<file path="src/rtl/custom_bm_pkg.sv">
`default_nettype none
// ============================================================================
// custom_bm_pkg : shared encodings and widths for the bus-matrix input stage
// Revision 1.0 - initial release
// ============================================================================
package custom_bm_pkg;

    localparam int DEFAULT_ADDR_W = 32;
    localparam int DEFAULT_DATA_W = 32;

    // Captured control bits besides the address: write, size, burst, prot, master, mastlock
    localparam int CTRL_W = 1 + 3 + 3 + 4 + 4 + 1;

    typedef enum logic [1:0] {
        HTRANS_IDLE   = 2'b00,
        HTRANS_BUSY   = 2'b01,
        HTRANS_NONSEQ = 2'b10,
        HTRANS_SEQ    = 2'b11
    } htrans_e;

    typedef enum logic [1:0] {
        HRESP_OKAY  = 2'b00,
        HRESP_ERROR = 2'b01
    } hresp_e;

    typedef enum logic {
        ST_ADDR = 1'b0,
        ST_HELD = 1'b1
    } state_e;

endpackage
`default_nettype wire

</file>
<file path="src/rtl/custom_bm_hold_reg.sv">
`default_nettype none
// ============================================================================
// custom_bm_hold_reg : capture-enable register over packed address/control
// Revision 1.0 - initial release
// ============================================================================
module custom_bm_hold_reg
    import custom_bm_pkg::*;
#(
    parameter int WIDTH = DEFAULT_ADDR_W + CTRL_W
) (
    input  logic             clk,
    input  logic             rst_n,
    input  logic             capture_en,
    input  logic [WIDTH-1:0] fields_in,
    output logic [WIDTH-1:0] fields_out
);

    logic [WIDTH-1:0] fields_d;
    logic [WIDTH-1:0] fields_q;

    always_comb begin
        fields_d = fields_q;
        if (capture_en) begin
            fields_d = fields_in;
        end
    end

    always_ff @(posedge clk or negedge rst_n) begin
        if (!rst_n) begin
            fields_q <= '0;
        end else begin
            fields_q <= fields_d;
        end
    end

    assign fields_out = fields_q;

endmodule
`default_nettype wire

</file>
<file path="src/rtl/custom_bm_input_stage.sv">
`default_nettype none
// ============================================================================
// custom_bm_input_stage : AHB master-side input stage that holds a transfer
// until the owning output stage grants it. Revision 1.0 - initial release
// ============================================================================
module custom_bm_input_stage
    import custom_bm_pkg::*;
#(
    parameter int ADDR_W = DEFAULT_ADDR_W,
    parameter int DATA_W = DEFAULT_DATA_W
) (
    input  logic              HCLK,
    input  logic              HRESETn,
    input  logic              HSELS,
    input  logic [ADDR_W-1:0] HADDRS,
    input  logic [1:0]        HTRANSS,
    input  logic              HWRITES,
    input  logic [2:0]        HSIZES,
    input  logic [2:0]        HBURSTS,
    input  logic [3:0]        HPROTS,
    input  logic [3:0]        HMASTERS,
    input  logic              HMASTLOCKS,
    input  logic [DATA_W-1:0] HWDATAS,
    input  logic              HREADYS,
    output logic              HREADYOUTS,
    output logic [1:0]        HRESPS,
    output logic              sel_op,
    output logic [ADDR_W-1:0] addr_op,
    output logic [1:0]        trans_op,
    output logic              write_op,
    output logic [2:0]        size_op,
    output logic [2:0]        burst_op,
    output logic [3:0]        prot_op,
    output logic [3:0]        master_op,
    output logic              mastlock_op,
    output logic [DATA_W-1:0] wdata_op,
    output logic              held_tran_op,
    input  logic              active_op,
    input  logic              hready_op,
    input  logic [1:0]        hresp_op
);

    localparam int HOLD_W = ADDR_W + CTRL_W;

    state_e             state_d;
    state_e             state_q;
    logic               data_phase_d;
    logic               data_phase_q;
    logic               tran_valid;
    logic               grant;
    logic               err_cancel;
    logic               capture;
    logic [HOLD_W-1:0]  live_fields;
    logic [HOLD_W-1:0]  held_fields;

    logic [ADDR_W-1:0]  h_addr;
    logic               h_write;
    logic [2:0]         h_size;
    logic [2:0]         h_burst;
    logic [3:0]         h_prot;
    logic [3:0]         h_master;
    logic               h_lock;

    // Gating with HRESETn keeps held_tran_op low throughout reset
    assign tran_valid = HSELS & HTRANSS[1] & HREADYS & HRESETn;
    assign grant      = active_op & hready_op;
    assign err_cancel = (state_q == ST_HELD) & data_phase_q
                      & (hresp_op == HRESP_ERROR) & hready_op;

    assign live_fields = {HADDRS, HWRITES, HSIZES, HBURSTS, HPROTS, HMASTERS, HMASTLOCKS};
    assign {h_addr, h_write, h_size, h_burst, h_prot, h_master, h_lock} = held_fields;

    custom_bm_hold_reg #(
        .WIDTH (HOLD_W)
    ) u_hold_reg (
        .clk        (HCLK),
        .rst_n      (HRESETn),
        .capture_en (capture),
        .fields_in  (live_fields),
        .fields_out (held_fields)
    );

    always_comb begin
        state_d = state_q;
        capture = 1'b0;
        case (state_q)
            ST_ADDR: begin
                if (tran_valid & ~grant) begin
                    capture = 1'b1;
                    state_d = ST_HELD;
                end
            end
            ST_HELD: begin
                // An ERROR on the earlier data phase cancels the held transfer
                if (err_cancel | grant) begin
                    state_d = ST_ADDR;
                end
            end
            default: state_d = ST_ADDR;
        endcase
    end

    always_comb begin
        data_phase_d = data_phase_q;
        if (grant & held_tran_op & ~err_cancel) begin
            data_phase_d = 1'b1;
        end else if (hready_op) begin
            data_phase_d = 1'b0;
        end
    end

    always_ff @(posedge HCLK or negedge HRESETn) begin
        if (!HRESETn) begin
            state_q      <= ST_ADDR;
            data_phase_q <= 1'b0;
        end else begin
            state_q      <= state_d;
            data_phase_q <= data_phase_d;
        end
    end

    assign held_tran_op = (state_q == ST_HELD) | tran_valid;
    assign wdata_op     = HWDATAS;

    always_comb begin
        sel_op      = HSELS;
        addr_op     = HADDRS;
        trans_op    = HTRANSS;
        write_op    = HWRITES;
        size_op     = HSIZES;
        burst_op    = HBURSTS;
        prot_op     = HPROTS;
        master_op   = HMASTERS;
        mastlock_op = HMASTLOCKS;
        if (state_q == ST_HELD) begin
            sel_op      = 1'b1;
            addr_op     = h_addr;
            trans_op    = HTRANS_NONSEQ;
            write_op    = h_write;
            size_op     = h_size;
            burst_op    = h_burst;
            prot_op     = h_prot;
            master_op   = h_master;
            mastlock_op = h_lock;
        end
    end

    always_comb begin
        HREADYOUTS = 1'b1;
        if (state_q == ST_HELD) begin
            HREADYOUTS = 1'b0;
        end else if (data_phase_q) begin
            HREADYOUTS = hready_op;
        end
    end

    assign HRESPS = data_phase_q ? hresp_op : HRESP_OKAY;

endmodule
`default_nettype wire

</file>
<file path="config.mk">
export PLATFORM = sky130hd
export DESIGN_NAME = custom_bm_input_stage
export DESIGN_NICKNAME = d
export VERILOG_FILES = /design/src/rtl/custom_bm_pkg.sv /design/src/rtl/custom_bm_hold_reg.sv /design/src/rtl/custom_bm_input_stage.sv
export SDC_FILE = /design/constraint.sdc
export NUM_CORES = 1
export LEC_CHECK = 0
export ABC_AREA = 1
export CORE_MARGIN = 5
export CORE_UTILIZATION = 38
export CTS_CLUSTER_DIAMETER = 120
export DETAILED_ROUTE_END_ITERATION = 7
export PLACE_DENSITY = 0.82
export SYNTH_ARGS = -nofsm -noshare
export SYNTH_HDL_FRONTEND = slang
export SYNTH_SLANG_ARGS = --single-unit
</file>
<file path="constraint.sdc">
create_clock -name HCLK -period 1.2 [get_ports HCLK]
set_input_delay 0.12 -clock HCLK [delete_from_list [all_inputs] [get_ports HCLK]]
set_output_delay 0.12 -clock HCLK [all_outputs]
set_load 0.01 [all_outputs]
</file>
# After elaboration in Yosys (flattened, before gate mapping)
# Index checks and enable logic that the tools add are counted.
# op_classes
n_reduce_logical,1
bitwise_logic,15
n_mux,18
n_eq_ne,1
order_cmp,0
div,0
multipliers,0
add_sub_neg,0
shift,0
# ops
op,count
32-bit two-way mux,1
1-bit bitwise AND,10
1-bit two-way mux,10
4-bit two-way mux,2
3-bit two-way mux,2
2-bit two-way mux,2
1-bit inverter,3
2-bit by 1-bit == test with 1-bit output (second input constant),1
1-bit OR,2
1-bit case mux with 2 select lines,1
2-bit nonzero test,1
# totals
mem_bits_rw,0
output_inout_bits,87
input_bits,90
rom_bits,0
wordCells,38
latch_bits,0
ff_bits,50
mem_count,0

# Longest topological paths before layout
# logic_depth
depth_word,7
ltp_mapped,8
mapped_depth_nobuf,6

# Hierarchy
# A second synthesis with hierarchy kept.
# unflattened
cells_unflattened,419
area_unflattened_um2,2826.5
# by_module_without_submodules
mod,area_per_inst_um2,instances,cells_per_inst,seq_area_each_um2
custom_bm_hold_reg,1805.5,1,203,1201.2
custom_bm_input_stage,1021.0,1,216,50.0

# Worst setup path after synthesis
# No wires, ideal clock.
# synth_path
path_type,flip-flop to output port
startpoint,reg state_q
endpoint,out addr_op[18]
n_path_buf,3
required_ns,1.080
path_stages_with_launch,7
t_arrival_ns,1.036
setup_slack_ns,0.044
path_cell_list,dfrtp_1 buf_4 inv_2 buf_4 buf_4 nand2_1 nand2_1
# synth_via
elab_chain_cells,1
# synth_lines
item,line_no,rtl
"start, declared",custom_bm_input_stage.sv:46,state_e state_q;
"start signal, assigned",custom_bm_input_stage.sv:117,state_q <= state_d;
32-bit two-way mux,custom_bm_input_stage.sv:135,if (state_q == ST_HELD) begin
"end, declared",custom_bm_input_stage.sv:28,"output logic [ADDR_W-1:0] addr_op,"
# No other way between the ends.

# Final worst setup path
# layout_path
startpoint,reg state_q
endpoint,out addr_op[7]
# Same word-level chain as after synthesis.

==> impl_metrics.env <==
export IMPL_slowest_delay_ns=0.49
export IMPL_rr_endpoint="u_hold_reg.fields_out[25]$_DFFE_PN0P_"
export IMPL_rows=32
export IMPL_required_ns=1.08
export IMPL_gp_congestion=0.875
export IMPL_power_mw=5.38
export IMPL_cts_tree="done"
export IMPL_vdd_drop_max_uv=562
export IMPL_path_cells="inv_4 -> buf_12 -> buf_12 -> nand2_1 -> nand2_1 -> buf_2"
export IMPL_critPathArrivalTime_ns=1.42
export IMPL_placed_area_um2=4020
export IMPL_rsz0062_at_grt="yes"
export IMPL_whs_path_depth=0
export IMPL_n_antenna_cell=0
export IMPL_pre_cts_ws_ns=-0.386
export IMPL_slew_viol_final=0
export IMPL_clkTransAtPathRegs_ns=0.09
export IMPL_grt_overflow_total=0
export IMPL_fin_crit_sh=1.28
export IMPL_antenna_found_initial=0
export IMPL_cts_root_buf="clkbuf_8"
export IMPL_r2r_cells=7
export IMPL_core_um2=7610
export IMPL_gr_usage_all_layers=0.180
export IMPL_drv_cap=0
export IMPL_critical_path_max_fanout=14
export IMPL_cp_start_kind="flop"
export IMPL_met1_length_mm=4.16
export IMPL_initial_utilization=0.386
export IMPL_power_leakage_nw=2.50
export IMPL_fin_crit_ns=1.54
export IMPL_violations="setup timing"
export IMPL_netlist_area_um2=2930
export IMPL_grt_pass1_vias=2946
export IMPL_port_buffers=112
export IMPL_max_slew_margin=0.577
export IMPL_clock_sinks=50
export IMPL_routedWlPerCell_um=16.1
export IMPL_drtIter0Drc=106
export IMPL_drtAntennaViolNets=0
export IMPL_place_inst=607
export IMPL_hold_class="in2out"
export IMPL_setup_tns_ns=-29.62
export IMPL_crit_type="reg2out"
export IMPL_grt_pass1_wl_mm=14.5
export IMPL_vias=3134
export IMPL_syn_nets=513
export IMPL_stdcell_area_um2=4900
export IMPL_top_layer="met4"
export IMPL_drive_above_1_share=0.426
export IMPL_wl_mm=10.3
export IMPL_yosysSeqAreaShare=0.427
export IMPL_grt_max_degree=51
export IMPL_endpoint_kind="output port"
export IMPL_drc_errors=0
export IMPL_setup_ws_ns=-0.336
export IMPL_fillers=615
export IMPL_cts_made_buffers=5
export IMPL_r2r_setup_slack_ns=-0.32
export IMPL_syn_to_final_growth_pct=67.2
export IMPL_setup_viol=102
export IMPL_skew_ns=0.00664
export IMPL_min_from="HWDATAS[22]"
export IMPL_dpl_hpwl_mm=5.85
export IMPL_ys_types=15
export IMPL_min_to="wdata_op[22]"
export IMPL_die_w_um=97.9
export IMPL_reg2reg_from="state_q$_DFF_PN0_"
export IMPL_synth_seq_cells=50
export IMPL_synth_area_per_cell_um2=6.93
export IMPL_wl_met3_um=691
export IMPL_status="complete, but fails checks"
export IMPL_final_hold_violation_count=0
export IMPL_final_nets=626
export IMPL_critPathTopFamily="buffers and inverters"
export IMPL_yosysWarnings=0
export IMPL_wl_met2_mm=5.20
export IMPL_powerDensity_nw_per_um2=1100
export IMPL_finalNonFillerCells=639
export IMPL_h_tree_depth=2
export IMPL_clockBufferDepth=2
export IMPL_viasPerCell=4.90
export IMPL_clock_latency_ns=0.30
export IMPL_netlist_instances=423
export IMPL_worst_path_max_delay_cell="dfrtp_2"
export IMPL_fmax_ghz=0.651
export IMPL_fp_dieH_um=97.9
export IMPL_worst_pin_slew_ns=0.634
export IMPL_drtPass1Iterations=4
export IMPL_cp_num_buf_inv=4
export IMPL_io_pins=177
export IMPL_die_area_um2=9570
-- area by class of cell --
cell class / instances / area, um^2 / area share
Clock buffer: 6 / 82.6 / 0.0168
Clock inverter: 2 / 12.5 / 0.00255
Inverter: 6 / 25.0 / 0.00510
Multi-Input combinational cell: 309 / 1740 / 0.355
Sequential cell: 50 / 1250 / 0.255
Tap cell: 102 / 128 / 0.0260
Timing Repair Buffer: 164 / 1660 / 0.339
-- synthesized netlist by cell type --
cell / instances / area (um^2)
nand2_1: 250 / 938
dfrtp_1: 50 / 1250
nand3_1: 50 / 250
buf_4: 40 / 300
buf_2: 14 / 70.1
inv_1: 4 / 15.0
buf_6: 3 / 33.8
inv_2: 2 / 7.51
nor2_1: 2 / 7.51
nor2_4: 2 / 22.5
or2_2: 2 / 12.5
a21oi_1: 1 / 5.00
clkbuf_1: 1 / 3.75
nand2_2: 1 / 6.26
o21ai_2: 1 / 8.76
-- placed cells by master (no fill, tap or decap), types with 6 or more instances in the layout --
master	count
clkbuf_16	9
clkbuf_8	6
buf_2	52
buf_6	10
dfrtp_1	49
nand3_2	34
buf_12	9
buf_4	17
nand2_2	49
nand2_4	18
clkdlybuf4s50_1	56
nand2_1	183
nand3_1	13
-- sequential cells by signal (all words and copies together), names as in the netlist --
register	cells
data_phase_q	1
state_q	1
u_hold_reg.fields_out	48
-- kinds of logic after synthesis --
family	Yosys count	synth area share
DFF	50	0.427
buffers and inverters	64	0.147
and+or+nand+nor	307	0.422
AOI/OAI and AO/OA	2	0.00469
-- power by group --
| group | switching, mW | total [mW] | internal (mW) |
|---|---|---|---|
| registers | 0.322 | 2.35 | 2.03 |
| clock network | 0.554 | 1.02 | 0.464 |
| logic | 0.959 | 2.01 | 1.05 |
| total | 1.84 | 5.38 | 3.54 |
-- metrics by stage --
stage                     hold WS (ns)  utilization
after detailed placement         0.240        0.528
after CTS                        0.240        0.553
final                            0.240        0.645
after global routing             0.240        0.645
after floorplan                 -0.176            -
after global placement           0.240        0.528
-- layer usage --
layer  global-route usage  vias to the layer above
met1                0.221                     1478
met3               0.0407                       30
met2                0.304                      122
li1                     -                     1504
met4               0.0735                        0
met5                    0                        -
-- what timing repair did --
item,4_1_cts,5_1_grt
pin swaps,3,41
gates resized for setup,250,132
hold buffers,1,0
endpoints found under the setup margin,104,105
hold endpoints to repair,50,0
buffers inserted,10,0
cloned,6,11
-- how the worst max path moves through the flow --
stage,from,end,slack (ns),depth (start not counted)
after floorplan,state_q$_DFF_PN0_,addr_op[18],0.04,6
after detailed placement,HTRANSS[1],u_hold_reg.fields_out[25]$_DFFE_PN0P_,-0.39,7
after global placement,state_q$_DFF_PN0_,write_op,-0.35,5
after CTS,state_q$_DFF_PN0_,u_hold_reg.fields_out[5]$_DFFE_PN0P_,-0.36,8
final,state_q$_DFF_PN0_,addr_op[7],-0.34,6
after global routing,state_q$_DFF_PN0_,prot_op[2],-0.41,6
(Power assumes the default switching activity.)
==> edit 1: new RTL, config.mk and constraints unchanged <==
Reset style: synchronous (`HRESETn` and `rst_n`), changed in 2 clocked blocks.
--- a/src/rtl/custom_bm_hold_reg.sv
+++ b/src/rtl/custom_bm_hold_reg.sv
@@ -27,3 +27,3 @@
 
-    always_ff @(posedge clk or negedge rst_n) begin
+    always_ff @(posedge clk) begin
         if (!rst_n) begin
--- a/src/rtl/custom_bm_input_stage.sv
+++ b/src/rtl/custom_bm_input_stage.sv
@@ -111,3 +111,3 @@
 
-    always_ff @(posedge HCLK or negedge HRESETn) begin
+    always_ff @(posedge HCLK) begin
         if (!HRESETn) begin
Formal check against the unedited RTL: differs if HRESETn is asserted again (counterexample within 4 cycles, from zero or initial values and one cycle with HRESETn low); with HRESETn held inactive, the same outputs for 10 cycles.
==> edit 1 against the unedited design <==
  * The run still ends with negative setup slack left
  * Area after synthesis down 9.6%
  * Via count down 4.8%
  * Wire length down 11%
  * Critical path depth unchanged
  * Clock skew down 1.1 ps
  * Sequential cell count unchanged
  * Setup slack better by 97 ps
  * Highest routed layer unchanged
  * Non-clock buffer count down 15
  * Final area down 11%
  * Global-route usage up 0.86 points
  * Synthesized cell count up 0.24%
Power is not compared: it rests on default switching activity, and its combinational part moved more than twofold at a synthesized area within 25%.
==> edit 1: results (changes against the unedited design) <==
| Metric | Value |
|---|---|
| Status | `finished with violations` |
| Violated checks | `negative setup slack` |
| Final setup margin | `-238 ps (+97.5 ps)` |
| Register cell area after layout | `1010 sq um (-19%)` |
| Post-synth net total | `514 (+0.19%)` |
| Wire length of the first global-routing pass | `13300 um (-7.9%)` |
| HPWL reported at the end of detailed placement | `5470 um (-6.5%)` |
| Cell with the largest stage delay on the worst path | `dfxtp_4` |
| Number of buffers outside the clock class in the layout | `149 (-9.1%)` |
| CTS resizes | `325 (+30%)` |
| Final cell count without fillers | `619 (-3.1%)` |
| Average routed wire per standard cell | `14.8 um (-7.9%)` |
| Met3 track utilization from global routing | `4.10% (+0.032 points)` |
| Distinct cell type count after synthesis | `18 (+3)` |
| Proportion of cell area occupied by multi-input gates | `34.1% (-1.4 points)` |
| Layout fillers | `607 (-1.3%)` |
| Non-clock buffer share of cell area | `36.2% (+2.3 points)` |
| Reg-to-Reg Start | `state_q$_SDFF_PN0_` |
| Area contributors post-synth | `dfxtp_1 (38%), nand2_1 (21%), nor2_1 (14%)` |
| Length of routed wiring on met1 | `3760 um (-9.8%)` |
| R2r endpoint | `u_hold_reg.fields_out[13]$_SDFFE_PN0P_` |
| CP arrival | `1320 ps (-100 ps)` |
| Share of the yosys chip area belonging to registers | `37.7% (-4.9 points)` |
| Setup TNS | `-18860 ps (+10750 ps)` |
| Cell count after placement | `593 (-2.3%)` |
| Vias in the first global route | `2753 (-6.6%)` |
| Met2 capacity usage during global routing | `32.8% (+2.4 points)` |
| Signal inverters | `10 (+4)` |
| Clock-cell share | `2.58% (+0.64 points)` |
| Setup violations, final | `102 (unchanged)` |
| Wire length on met2 | `4630 um (-11%)` |
| Critical path's largest stage delay | `400 ps (-90 ps)` |
-- edit 1: cells by family after synthesis --
kind of cell | count (synthesis) | synth area share, %
buffers and inverters | 67 | 15.8
AO/OA/AOI/OAI | 54 | 10.2
flip-flops | 50 | 37.7
AND/OR/NAND/NOR | 253 | 36.3
-- edit 1: how the worst max path moves through the flow --
| stage | cells past startpoint | slack, ps | end | start |
|---|---|---|---|---|
| detailed placement | 4 | -500 | held_tran_op | HTRANSS[1] |
| global placement | 4 | -480 | held_tran_op | HTRANSS[1] |
| floorplan | 4 | 50 | addr_op[28] | state_q$_SDFF_PN0_ |
| finish | 6 | -240 | addr_op[8] | state_q$_SDFF_PN0_ |
| CTS | 7 | -240 | u_hold_reg.fields_out[14]$_SDFFE_PN0P_ | state_q$_SDFF_PN0_ |
| global route | 8 | -290 | u_hold_reg.fields_out[31]$_SDFFE_PN0P_ | state_q$_SDFF_PN0_ |
==> edit 2: new RTL, same flow settings <==
Without the edit above. Set the package constant `DEFAULT_ADDR_W` to 36 (it was 32).
--- a/src/rtl/custom_bm_pkg.sv
+++ b/src/rtl/custom_bm_pkg.sv
@@ -7,3 +7,3 @@
 
-    localparam int DEFAULT_ADDR_W = 32;
+    localparam int DEFAULT_ADDR_W = 36;
     localparam int DEFAULT_DATA_W = 32;
Ports: changed (resized HADDRS and addr_op); port bits go from 177 to 185. No check against the original RTL was run, so the function may have changed too.
==> edit 2 against the unedited design <==
  * The flow finishes with violations (negative hold slack, negative setup slack)
  * Sequential cell count rose by 4
  * Area after synthesis rose by 9.2%
  * Final area rose by 22%
  * Wire length rose by 33%
  * Core utilization rose by 8.2 points
  * Setup slack got worse by 74 ps
  * Total power rose by 20%
  * Hold slack got worse by 250 ps
  * Sequential share of layout area fell by 2.9 points
==> edit 2: results (changes against the unedited design) <==
| Metric | Value |
|---|---|
| Status | `finished with violations` |
| Violated checks | `negative hold slack, negative setup slack` |
| Min Hold Slack | `-12.3 ps (-252 ps)` |
| Clock-pin slew on the worst setup and hold paths | `110 ps (+20 ps)` |
| HPWL reported at the end of detailed placement | `6510 um (+11%)` |
| Largest net degree at the start of global routing | `55 (+7.8%)` |
| Layout fillers | `564 (-8.3%)` |
| Number of buffers added on ports | `120 (+7.1%)` |
| Setup violations, final | `111 (+8.8%)` |
| Worst reg2reg path depth | `8 (+1)` |
| Share of the synthesized area in compound gates (AO/OA/AOI/OAI) | `0.313% (-0.16 points)` |
| Synth Register Bits | `54 (+8.0%)` |
| Proportion of cell area occupied by multi-input gates | `37.5% (+2.1 points)` |
| Area contributors post-synth | `dfrtp_1 (42%), nand2_1 (32%), buf_4 (9.1%)` |
| GRT Resource Usage Total | `23.0% (+5.0 points)` |
| Non-clock buffer share of cell area | `35.4% (+1.4 points)` |
| Number of buffers outside the clock class in the layout | `196 (+20%)` |
| Final setup margin | `-410 ps (-74.1 ps)` |
| Wirelength, routed | `13700 um (+33%)` |
| R2r endpoint | `u_hold_reg.fields_out[47]$_DFFE_PN0P_` |
| Share of the yosys chip area belonging to registers | `42.2% (-0.47 points)` |
| Tapcell Cnt | `105 (+2.9%)` |
| Vias in the first global route | `3768 (+28%)` |
| Total count of hold-check failures in the final report | `15 (+15)` |
| Class of the most critical hold timing path | `in2async` |
| Multi-input comb cells | `340 (+10%)` |
==> edit 2: cell count changes in the layout (fill, tap and decap cells not counted), moves of 4 or more <==
| cell | unedited run | this run |
|---|---|---|
| clkbuf_16 | 9 | 4 |
| buf_6 | 10 | 32 |
| nand2_1 | 183 | 143 |
| dfrtp_1 | 49 | 53 |
| nand2_2 | 49 | 102 |
| buf_4 | 17 | 36 |
| buf_2 | 52 | 36 |
| buf_12 | 9 | 16 |
| buf_16 | 4 | 8 |
| nand2_4 | 18 | 25 |
| nand2_8 | 1 | 8 |
| clkdlybuf4s50_1 | 56 | 60 |
==> edit 2: critical path, stage by stage, from the launching register on <==
cell     delay (ps)
dfrtp_2         500
buf_12          160
buf_16          140
nor2_8          160
buf_8           160
buf_12          120
buf_16          130
nand3_2          70
nand2_1         100
==> edit 2: routing by layer <==
metal  part of all wire, %  vias to the layer above  routed length, um  GRT usage, %
li1                      -                     1687                  -             -
met1                    38                     1772               5150          27.6
met2                    52                      151               7150          41.4
met3                   6.7                       44                909          4.16
met4                   3.3                        0                457          7.87
met5                     0                        -                  0             0
==> edit 2: worst max path at each step <==
stage | start | end | slack (ps) | cells past startpoint
2_1_floorplan | state_q$_DFF_PN0_ | u_hold_reg.fields_out[47]$_DFFE_PN0P_ | 110 | 6
3_3_place_gp | HTRANSS[1] | held_tran_op | -540 | 5
3_5_place_dp | HTRANSS[1] | held_tran_op | -570 | 5
4_1_cts | state_q$_DFF_PN0_ | prot_op[0] | -380 | 5
5_1_grt | state_q$_DFF_PN0_ | master_op[2] | -440 | 6
6_report | state_q$_DFF_PN0_ | u_hold_reg.fields_out[47]$_DFFE_PN0P_ | -410 | 8
==> edit 2: logic make-up after synthesis <==
family | count (synthesis)
DFF | 54
buffers and inverters | 65
AOI/OAI and AO/OA | 2
and+or+nand+nor | 331
==> edit 2: report_power, final <==
| group | switching [mW] | internal [mW] |
|---|---|---|
| Combinational | 1.34 | 1.41 |
| Clock | 0.576 | 0.626 |
| Sequential | 0.299 | 2.19 |
==> edit 2: through the flow <==
stage / setup slack [ps] / utilization [%] / std cells / setup TNS, ps / hold WS [ps]
after floorplan: 109 / - / 452 / 0 / -176
after global placement: -544 / 54.0 / 657 / -32480 / 240
after detailed placement: -572 / 54.0 / 657 / -34820 / 240
after CTS: -383 / 63.7 / 703 / -33450 / 0.763
after global routing: -442 / 72.7 / 709 / -41140 / 33.4
final: -410 / 72.7 / 709 / -37480 / -12.3
==> edit 2: what timing repair did <==
action / in CTS / in global routing
endpoints found under the hold margin: 0 / 0
setup endpoints to repair: 113 / 113
cloned: 16 / 5
gates resized for setup: 329 / 183
pin swaps: 29 / 52
buffers inserted: 24 / 6
